<file path="src/rtl/uart_pkg.sv">
// Shared types and constants for the oversampling UART receiver.
package uart_pkg;

  localparam int OVERSAMPLE = 16;
  localparam int DATA_BITS  = 8;

  // Sample-counter values at which the start bit and the data/stop bits are examined.
  localparam logic [3:0] MID_SAMPLE  = 4'(OVERSAMPLE / 2 - 1);
  localparam logic [3:0] LAST_SAMPLE = 4'(OVERSAMPLE - 1);

  typedef enum logic [2:0] {
    IDLE,
    START,
    DATA,
    STOP,
    BREAK
  } rx_state_e;

  function automatic int calc_div(input int clock_freq, input int baud_rate);
    return clock_freq / (baud_rate * OVERSAMPLE);
  endfunction

endpackage

</file>
<file path="src/rtl/uart_baud_tick.sv">
// Oversample tick generator: one-cycle tick every DIV clocks while enabled.
module uart_baud_tick #(
  parameter int DIV = 1
) (
  input  logic clk,
  input  logic rst,
  input  logic enable,
  output logic tick
);

  localparam int               CNT_W    = (DIV > 1) ? $clog2(DIV) : 1;
  localparam logic [CNT_W-1:0] CNT_LAST = CNT_W'(DIV - 1);

  logic [CNT_W-1:0] cnt_q, cnt_d;

  assign tick = enable && (cnt_q == CNT_LAST);

  // Holding the count at zero while disabled aligns tick phase to start detection.
  always_comb begin
    cnt_d = cnt_q;
    if (!enable || tick) cnt_d = '0;
    else                 cnt_d = cnt_q + CNT_W'(1);
  end

  // NOTE: sequential state uses non-blocking assignments so every flop samples pre-edge values.
  always_ff @(posedge clk or posedge rst) begin
    if (rst) cnt_q <= '0;
    else     cnt_q <= cnt_d;
  end

endmodule

</file>
<file path="src/rtl/uart_rx_oversample.sv">
// 16x-oversampling 8N1 UART receiver with glitch rejection, framing-error
// detection and a ready/ack output holding register with overrun detection.
module uart_rx_oversample
  import uart_pkg::*;
#(
  parameter int clock_freq = 50000000,
  parameter int baud_rate  = 9600
) (
  input  logic       clk,
  input  logic       rst,
  input  logic       rx,
  input  logic       data_ack,
  output logic [7:0] received_data,
  output logic       data_ready,
  output logic       frame_error,
  output logic       overrun,
  output logic       rx_busy
);

  localparam int DIV = calc_div(clock_freq, baud_rate);

  logic            sync1_q, rx_s;
  rx_state_e       state_q, state_d;
  logic [3:0]      sample_cnt_q, sample_cnt_d;
  logic [2:0]      bit_idx_q, bit_idx_d;
  logic [7:0]      shift_q, shift_d;
  logic [7:0]      data_q, data_d;
  logic            ready_q, ready_d;
  logic            fe_q, fe_d;
  logic            ov_q, ov_d;
  logic            load;
  logic            tick;

  uart_baud_tick #(.DIV(DIV)) u_baud_tick (
    .clk    (clk),
    .rst    (rst),
    .enable (state_q != IDLE),
    .tick   (tick)
  );

  // NOTE: the async reset lives in the sensitivity list; resetting to idle-high keeps a reset from looking like a start bit.
  always_ff @(posedge clk or posedge rst) begin
    if (rst) begin
      sync1_q <= 1'b1;
      rx_s    <= 1'b1;
    end else begin
      sync1_q <= rx;
      rx_s    <= sync1_q;
    end
  end

  // NOTE: every combinational output gets a default first, so no path can infer a latch.
  always_comb begin
    state_d      = state_q;
    sample_cnt_d = sample_cnt_q;
    bit_idx_d    = bit_idx_q;
    shift_d      = shift_q;
    load         = 1'b0;
    fe_d         = 1'b0;

    unique case (state_q)
      IDLE: begin
        sample_cnt_d = '0;
        if (!rx_s) state_d = START;
      end
      START: begin
        if (tick) begin
          if (sample_cnt_q == MID_SAMPLE) begin
            sample_cnt_d = '0;
            bit_idx_d    = '0;
            state_d      = rx_s ? IDLE : DATA;
          end else begin
            sample_cnt_d = sample_cnt_q + 4'd1;
          end
        end
      end
      DATA: begin
        if (tick) begin
          sample_cnt_d = sample_cnt_q + 4'd1;
          if (sample_cnt_q == LAST_SAMPLE) begin
            shift_d = {rx_s, shift_q[7:1]};
            if (bit_idx_q == 3'(DATA_BITS - 1)) state_d   = STOP;
            else                                bit_idx_d = bit_idx_q + 3'd1;
          end
        end
      end
      STOP: begin
        if (tick) begin
          sample_cnt_d = sample_cnt_q + 4'd1;
          if (sample_cnt_q == LAST_SAMPLE) begin
            if (rx_s) begin
              load    = 1'b1;
              state_d = IDLE;
            end else begin
              fe_d    = 1'b1;
              state_d = BREAK;
            end
          end
        end
      end
      BREAK: begin
        // A held-low line parks here so it reports only one framing error.
        if (rx_s) state_d = IDLE;
      end
      default: state_d = IDLE;
    endcase
  end

  // A load beats a simultaneous ack; overrun only when the old byte was never taken.
  always_comb begin
    data_d  = data_q;
    ready_d = ready_q;
    ov_d    = 1'b0;
    if (load) begin
      data_d  = shift_q;
      ready_d = 1'b1;
      ov_d    = ready_q && !data_ack;
    end else if (data_ack) begin
      ready_d = 1'b0;
    end
  end

  always_ff @(posedge clk or posedge rst) begin
    if (rst) begin
      state_q      <= IDLE;
      sample_cnt_q <= '0;
      bit_idx_q    <= '0;
      shift_q      <= '0;
      data_q       <= '0;
      ready_q      <= 1'b0;
      fe_q         <= 1'b0;
      ov_q         <= 1'b0;
    end else begin
      state_q      <= state_d;
      sample_cnt_q <= sample_cnt_d;
      bit_idx_q    <= bit_idx_d;
      shift_q      <= shift_d;
      data_q       <= data_d;
      ready_q      <= ready_d;
      fe_q         <= fe_d;
      ov_q         <= ov_d;
    end
  end

  assign received_data = data_q;
  assign data_ready    = ready_q;
  assign frame_error   = fe_q;
  assign overrun       = ov_q;
  assign rx_busy       = (state_q != IDLE);

endmodule

</file>
<file path="config.mk">
export PLATFORM = sky130hd
export DESIGN_NAME = uart_rx_oversample
export DESIGN_NICKNAME = d
export VERILOG_FILES = /design/src/rtl/uart_pkg.sv /design/src/rtl/uart_baud_tick.sv /design/src/rtl/uart_rx_oversample.sv
export SDC_FILE = /design/constraint.sdc
export NUM_CORES = 1
export LEC_CHECK = 0
export ABC_AREA = 1
export CORE_MARGIN = 3
export CORE_UTILIZATION = 57
export DETAILED_ROUTE_END_ITERATION = 8
export GPL_ROUTABILITY_DRIVEN = 0
export PLACE_DENSITY = 0.78
export SYNTH_ARGS = -nofsm -noshare
export SYNTH_HDL_FRONTEND = slang
export SYNTH_HIERARCHICAL = 1
export SYNTH_SLANG_ARGS = --single-unit
export TNS_END_PERCENT = 20
</file>
<file path="constraint.sdc">
create_clock -name clk -period 2.1 [get_ports clk]
set_clock_uncertainty 0.05 [all_clocks]
set_input_delay 0.42 -clock clk [delete_from_list [all_inputs] [get_ports clk]]
set_output_delay 0.42 -clock clk [all_outputs]
set_load 0.02 [all_outputs]
</file>
==> impl_metrics.py, run 1 <==
metrics = {
    "outcome": {
        "run_status": "complete, no violations",
    },
    "synthesis": {
        "syn-mean-instance-area_um2": 8.76,
        "ys.flop_type": "sky130_fd_sc_hd__dfrtp_1",
        "synth-edff-count": 0,
        "syn_inst": 234,
        "synth_top_family_by_area": "simple AND/OR/NAND/NOR gates",
        "mappedNetlistArea_mm2": 0.00205,
        "postSynthNetCount": 243,
        "synth-compound-area-share_pct": 9.46,
        "synth_mux_area_share_pct": 0.488,
        "async_reset_ff_share_pct": 100,
        "yosys.area_share.simple_pct": 28.5,
        "yosys.area_share.xor_xnor_pct": 1.71,
        "synth_cell_types": 27,
        "postSynthRegisterBits": 40,
        "yosysWarningCount": 6,
        "synth_sequential_area_ratio_pct": 49.0,
        "post_synth_fa_ha_maj_area_fraction_pct": 3.05,
    },
    "sta": {
        "max_clock_freq_ghz": 0.506,
        "period_needed_ns": 1.98,
        "worst_slew_margin_rel_pct": 73.8,
        "hold_viol_final": 0,
        "slew_violations": 0,
        "rsz0062_at_grt": "true",
        "report.final.setup_viol": 0,
        "worst_slew_pin_slew_ns": 0.393,
        "post-route-period-util_pct": 94.1,
    },
    "placed_design": {
        "dp_hpwl_um": 2430,
        "placed_cells": 298,
        "port-buffer-count": 15,
    },
    "min_path": {
        "hold_class": "input pin to async pin",
    },
    "cells_and_area": {
        "n_antenna_cell": 0,
        "layout.nets": 270,
        "final_core_util_pct": 69.4,
        "finalNonFillerCells": 308,
        "final_common_cell": "sky130_fd_sc_hd__nand2_1",
        "areaGrowthSynthToFinish_pct": 14.8,
        "layout_common_cells": "63 x sky130_fd_sc_hd__nand2_1, 38 x sky130_fd_sc_hd__dfrtp_1, 30 x sky130_fd_sc_hd__inv_1",
        "post_route_cells_drive_above_1_share_pct": 21.8,
    },
    "drt": {
        "first_iter_violations": 112,
        "drt_pass1_iterations": 4,
        "routed_wire_length_per_instance_um": 10.9,
        "drtAntennaViolNets": 0,
        "vias_per_cell": 4.91,
        "route.detailed.drc": 0,
        "totalWireLength_um": 3370,
        "vias": 1513,
    },
    "clock_tree": {
        "cts_tree": "yes",
        "max-clock-path-buffers": 2,
        "cts-root-buf": "sky130_fd_sc_hd__clkbuf_4",
        "clk_transition_reported_paths_ns": 0.12,
        "cts_max_level": 2,
        "numCtsBuffers": 5,
        "clock_insertion_delay_worst_skew_ns": 0.35,
        "cts.sink_count": 40,
    },
    "grt": {
        "grt_pass1_wl_um": 6350,
        "vias_in_the_first_global_route": 1478,
        "gr-total-overflow": 0,
        "grt_antenna_before_repair": 0,
        "grt_start_max_net_pins": 32,
        "groute.usage.overall_pct": 19.2,
    },
    "critical_path": {
        "rr_endpoint": "shift_q[2]",
        "cp.required_ns": 1.63,
        "r2r_setup_slack_ns": 0.25,
        "regToRegStartpoint": "u_baud_tick/cnt_q[0]",
        "critical_path_start_type": "register",
        "data_arrival_time_of_the_worst_path_ns": 1.51,
        "timing.setup.critical_path_class": "register to primary output",
        "worstSetupEndpointType": "primary output",
        "worstPathMaxFanout": 5,
        "timing.reg2reg.worst_path_depth": 12,
    },
    "power": {
        "power_density_mw_per_mm2": 514,
        "leakagePower_nw": 1.15,
        "vdd.ir_drop.worst_uv": 452,
    },
    "floorplanning": {
        "die-width_um": 66.0,
        "start_util_pct": 60.5,
        "floorplan.io_pins": 16,
        "vert_die_dim_um": 66.0,
        "design.core.area_mm2": 0.00339,
        "placementRows": 21,
        "die_area_mm2": 0.00435,
    },
    "run": {
        "maxCapViolCount": 0,
    },
}
[power breakdown]
part           internal, mW  total (mW)  switching, mW
logic               0.00739      0.0255         0.0181
registers             0.774       0.775        0.00167
clock network         0.159       0.408          0.249
total                 0.940        1.21          0.268
[through the flow]
stage | worst slack, ns | power [mW] | TNS (ns) | hold WS [ns] | cell area [µm²]
after global placement | 0.196 | 0.816 | 0 | 0.297 | 2270
after detailed placement | 0.138 | 0.817 | 0 | 0.298 | 2270
final | 0.124 | 1.21 | 0 | 0.295 | 2350
after CTS | 0.105 | 1.23 | 0 | 0.297 | 2330
after global routing | -0.00167 | 1.26 | -0.00167 | 0.323 | 2350
after floorplan | 0.268 | 0.804 | 0 | 0.198 | 2050
[timing repair]
action | 4_1_cts | 5_1_grt
hold buffers | 0 | 0
cloned | 0 | 0
buffers inserted | 0 | 2
resized for setup | 1 | 1
endpoints found under the setup margin | 1 | 24
pin swaps | 0 | 2
[metal layers]
metal  track usage [%]  vias to the layer above  share of wire [%]
li1                  -                      787                  -
met4              6.85                        0               0.80
met3              5.78                        4                4.3
met2              30.5                       28                 47
met5                 0                        -                  0
met1              24.9                      694                 48
[final cells by class]
| class | count | area, µm² |
|---|---|---|
| flip-flops and latches | 40 | 1000 |
| repair buffers | 23 | 221 |
| clock inverters | 2 | 10.0 |
| well taps | 46 | 57.6 |
| fillers | 275 | 1040 |
| inverters | 33 | 124 |
| clock buffers | 6 | 51.3 |
| multi-input cells | 158 | 886 |
[flip-flops by register name, indices dropped and copies added (netlist names), 3 cells and up]
signal             count
u_baud_tick/cnt_q      9
received_data          8
shift_q                8
sample_cnt_q           4
bit_idx_q              3
state_q                3
[critical path, stage by stage (launching register included)]
cell                            delay [ns]
sky130_fd_sc_hd__dfrtp_1              0.39
sky130_fd_sc_hd__nor2_1               0.21
sky130_fd_sc_hd__nand2_1              0.19
sky130_fd_sc_hd__dlygate4sd2_1        0.37
[Yosys cell counts (all sizes together) (2+ instances only)]
cell   instances  area, µm²
buf            2       22.5
a21oi          3       15.0
xor2           3       26.3
nand2         70        285
nand3         19        113
ha             5       62.6
dfstp          2       52.6
inv           33        124
dfrtp         38        951
nor2          31        163
o21ai         22        170
[worst max path at each step]
| stage | slack (ns) | end | start | depth (start not counted) |
|---|---|---|---|---|
| floorplan | 0.27 | shift_q[7] | state_q[2] | 10 |
| global placement | 0.20 | received_data[0] | u_baud_tick/cnt_q[0] | 11 |
| detailed placement | 0.14 | received_data[2] | u_baud_tick/cnt_q[0] | 11 |
| CTS | 0.11 | rx_busy | state_q[1] | 3 |
| global route | -0.002 | sample_cnt_q[2] | u_baud_tick/cnt_q[0] | 11 |
| finish | 0.12 | rx_busy | state_q[1] | 3 |
[cells by family after synthesis]
logic type      count (synthesis)
simple gates                  122
compound gates                 26
buf+inv                        36
flops                          40
mux                             1
xor+xnor                        4
fa+ha+maj                       5
No activity file was read; power rests on OpenSTA's default activity.
==> run 2: changes to the inputs <==
Settings changed: CORE_MARGIN 3 to 2, REMOVE_ABC_BUFFERS set to 1, SKIP_LAST_GASP set to 1.
==> run 2 against run 1 <==
  * Clock power up 23%
  * Final cell count is 0.32% higher
  * Largest power group unchanged
  * Register-to-register slack worse by 0.05 ns
  * Cell area increased by 0.96%
  * Critical path type unchanged
  * Critical endpoint unchanged
  * Sequential cell count stayed put
  * Non-clock buffer count is the same
  * Worst hold slack got worse by 0.0022 ns
  * Core utilization rose by 0.66 points
  * Combinational power about the same
  * Fmax rose by 2.7%
  * Setup slack improved by 0.051 ns
==> impl_metrics.py, run 2 (synthesis gave the netlist of run 1 again) <==
metrics = {
    "outcome": {
        "run_status": "complete, no violations",
    },
    "run": {
        "maxCapViolCount": 0,
    },
    "critical_path": {
        "timing.critical_path.depth": 3,
        "worst_path_max_delay_cell": "sky130_fd_sc_hd__dfrtp_1",
        "timing.critical_path.cells": "nor2_1 > nand2_1 > dlygate4sd2_1",
        "cp_endpoint": "rx_busy",
        "r2r_setup_slack_ns": 0.20,
        "regToRegStartpoint": "u_baud_tick/cnt_q[0]",
        "timing.setup.critical_path_class": "register to primary output",
        "timing.reg2reg.worst_path_depth": 12,
        "cp.required_ns": 1.63,
        "timing.critical_path.buf_inv": 1,
        "critical_path.max_stage_delay_ns": 0.40,
        "critical-path-top-delay-family": "flip-flops",
        "critical_path.startpoint": "state_q[1]",
        "worstPathMaxFanout": 6,
        "critical_path_start_type": "register",
        "worstSetupEndpointType": "primary output",
        "rr_endpoint": "received_data[0]",
        "data_arrival_time_of_the_worst_path_ns": 1.45,
    },
    "power": {
        "vdd.ir_drop.worst_uv": 446,
        "p_total_mw": 1.30,
        "power_density_mw_per_mm2": 548,
        "leakagePower_nw": 1.15,
    },
    "drt": {
        "routed_wire_length_per_instance_um": 11.5,
        "first_iter_violations": 101,
        "vias": 1538,
        "route.detailed.drc": 0,
        "highest-signal-layer": "met4",
        "totalWireLength_um": 3570,
        "vias_per_cell": 4.98,
        "drtAntennaViolNets": 0,
        "detailroute.wirelength.met3_um": 116,
        "drt_pass1_iterations": 4,
        "met2_length_um": 1720,
        "drt-met1-wl_um": 1680,
    },
    "grt": {
        "groute.usage.overall_pct": 20.4,
        "vias_in_the_first_global_route": 1541,
        "grt_start_max_net_pins": 32,
        "gr-total-overflow": 0,
        "grt_pass1_wl_um": 6580,
        "grt_antenna_before_repair": 0,
    },
    "floorplanning": {
        "vert_die_dim_um": 64.0,
        "die-width_um": 64.0,
        "start_util_pct": 60.5,
        "floorplan.io_pins": 16,
        "design.core.area_mm2": 0.00339,
        "placementRows": 21,
        "die_area_mm2": 0.00409,
    },
    "cells_and_area": {
        "final_common_cell": "sky130_fd_sc_hd__nand2_1",
        "layout.nets": 271,
        "n_antenna_cell": 0,
        "register_with_the_highest_flop_count": "u_baud_tick/cnt_q",
        "finalNonFillerCells": 309,
        "areaGrowthSynthToFinish_pct": 15.9,
        "number_of_flip_flops_under_the_largest_register_name": 9,
        "fillCellCount": 272,
        "layout_common_cells": "63 x sky130_fd_sc_hd__nand2_1, 38 x sky130_fd_sc_hd__dfrtp_1, 30 x sky130_fd_sc_hd__inv_1",
        "post_route_cells_drive_above_1_share_pct": 22.1,
    },
    "clock_tree": {
        "numCtsBuffers": 5,
        "clk_transition_reported_paths_ns": 0.13,
        "max-clock-path-buffers": 2,
        "cts.sink_count": 40,
        "cts-root-buf": "sky130_fd_sc_hd__clkbuf_4",
        "clock_insertion_delay_worst_skew_ns": 0.35,
        "cts_max_level": 2,
        "cts_tree": "yes",
    },
    "sta": {
        "hold_viol_final": 0,
        "slew_violations": 0,
        "max_clock_freq_ghz": 0.520,
        "period_needed_ns": 1.92,
        "worst_slew_pin_slew_ns": 0.387,
        "report.final.setup_viol": 0,
        "post-route-period-util_pct": 91.6,
        "worst_slew_margin_rel_pct": 74.2,
    },
    "min_path": {
        "hold_class": "input pin to async pin",
    },
    "placed_design": {
        "port-buffer-count": 15,
        "placed_cells": 298,
        "dp_hpwl_um": 2490,
    },
}
-- run 2: final cells by class --
class / count / area [µm²] / share of cell area (%)
Multi-Input combinational cell: 159 / 906 / 38.1
Sequential cell: 40 / 1000 / 42.2
Clock inverter: 2 / 35.0 / 1.47
Timing Repair Buffer: 23 / 209 / 8.79
Inverter: 33 / 124 / 5.21
Tap cell: 46 / 57.6 / 2.42
Clock buffer: 6 / 41.3 / 1.74
-- run 2: routing by layer --
layer  vias up  global-route usage, %
li1        784                      -
met4         0                   7.34
met1       731                   26.5
met5         -                      0
met3         5                   5.28
met2        18                   32.9
-- run 2: power by group --
part / switching (mW) / internal (mW) / leakage, nW
Sequential: 0.00267 / 0.774 / 0.537
Clock: 0.251 / 0.250 / 0.0422
Combinational: 0.0180 / 0.00752 / 0.572
-- run 2: metrics by stage --
| step | setup TNS [ns] | util (%) | hold slack [ns] | worst slack, ns | instance area [µm²] |
|---|---|---|---|---|---|
| 2_1_floorplan | 0 | - | 0.198 | 0.154 | 2010 |
| 3_3_place_gp | 0 | 66.9 | 0.296 | 0.192 | 2270 |
| 3_5_place_dp | 0 | 66.9 | 0.303 | 0.121 | 2270 |
| 4_1_cts | 0 | 69.1 | 0.299 | 0.0833 | 2340 |
| 5_1_grt | -0.00137 | 70.1 | 0.324 | -0.00137 | 2380 |
| 6_report | 0 | 70.1 | 0.293 | 0.176 | 2380 |
-- run 2: what timing repair did --
action | 4_1_cts | 5_1_grt
hold buffers | 0 | 0
resized for setup | 1 | 3
setup buffers | 0 | 2
hold endpoints to repair | 0 | 0
cloned | 0 | 1
pin swaps | 0 | 2
setup endpoints to repair | 1 | 24
-- run 2: how the worst min path moves through the flow --
stage / end / start / slack [ns]
after global placement: rx_s / sync1_q / 0.30
after floorplan: u_baud_tick/cnt_q[0] / rst / 0.20
after global routing: rx_s / sync1_q / 0.32
final: u_baud_tick/cnt_q[0] / rst / 0.29
after CTS: u_baud_tick/cnt_q[5] / rst / 0.30
after detailed placement: rx_s / sync1_q / 0.30
==> run 3: changes to the inputs <==
Settings changed: MAX_ROUTING_LAYER set to met4, SLEW_MARGIN set to 15.
==> results of run 3 <==
No change in the layout: final DEF, timing and power equal those of run 2.
Among the figures that moved: overall routing resource usage 20.4% -> 21.0%
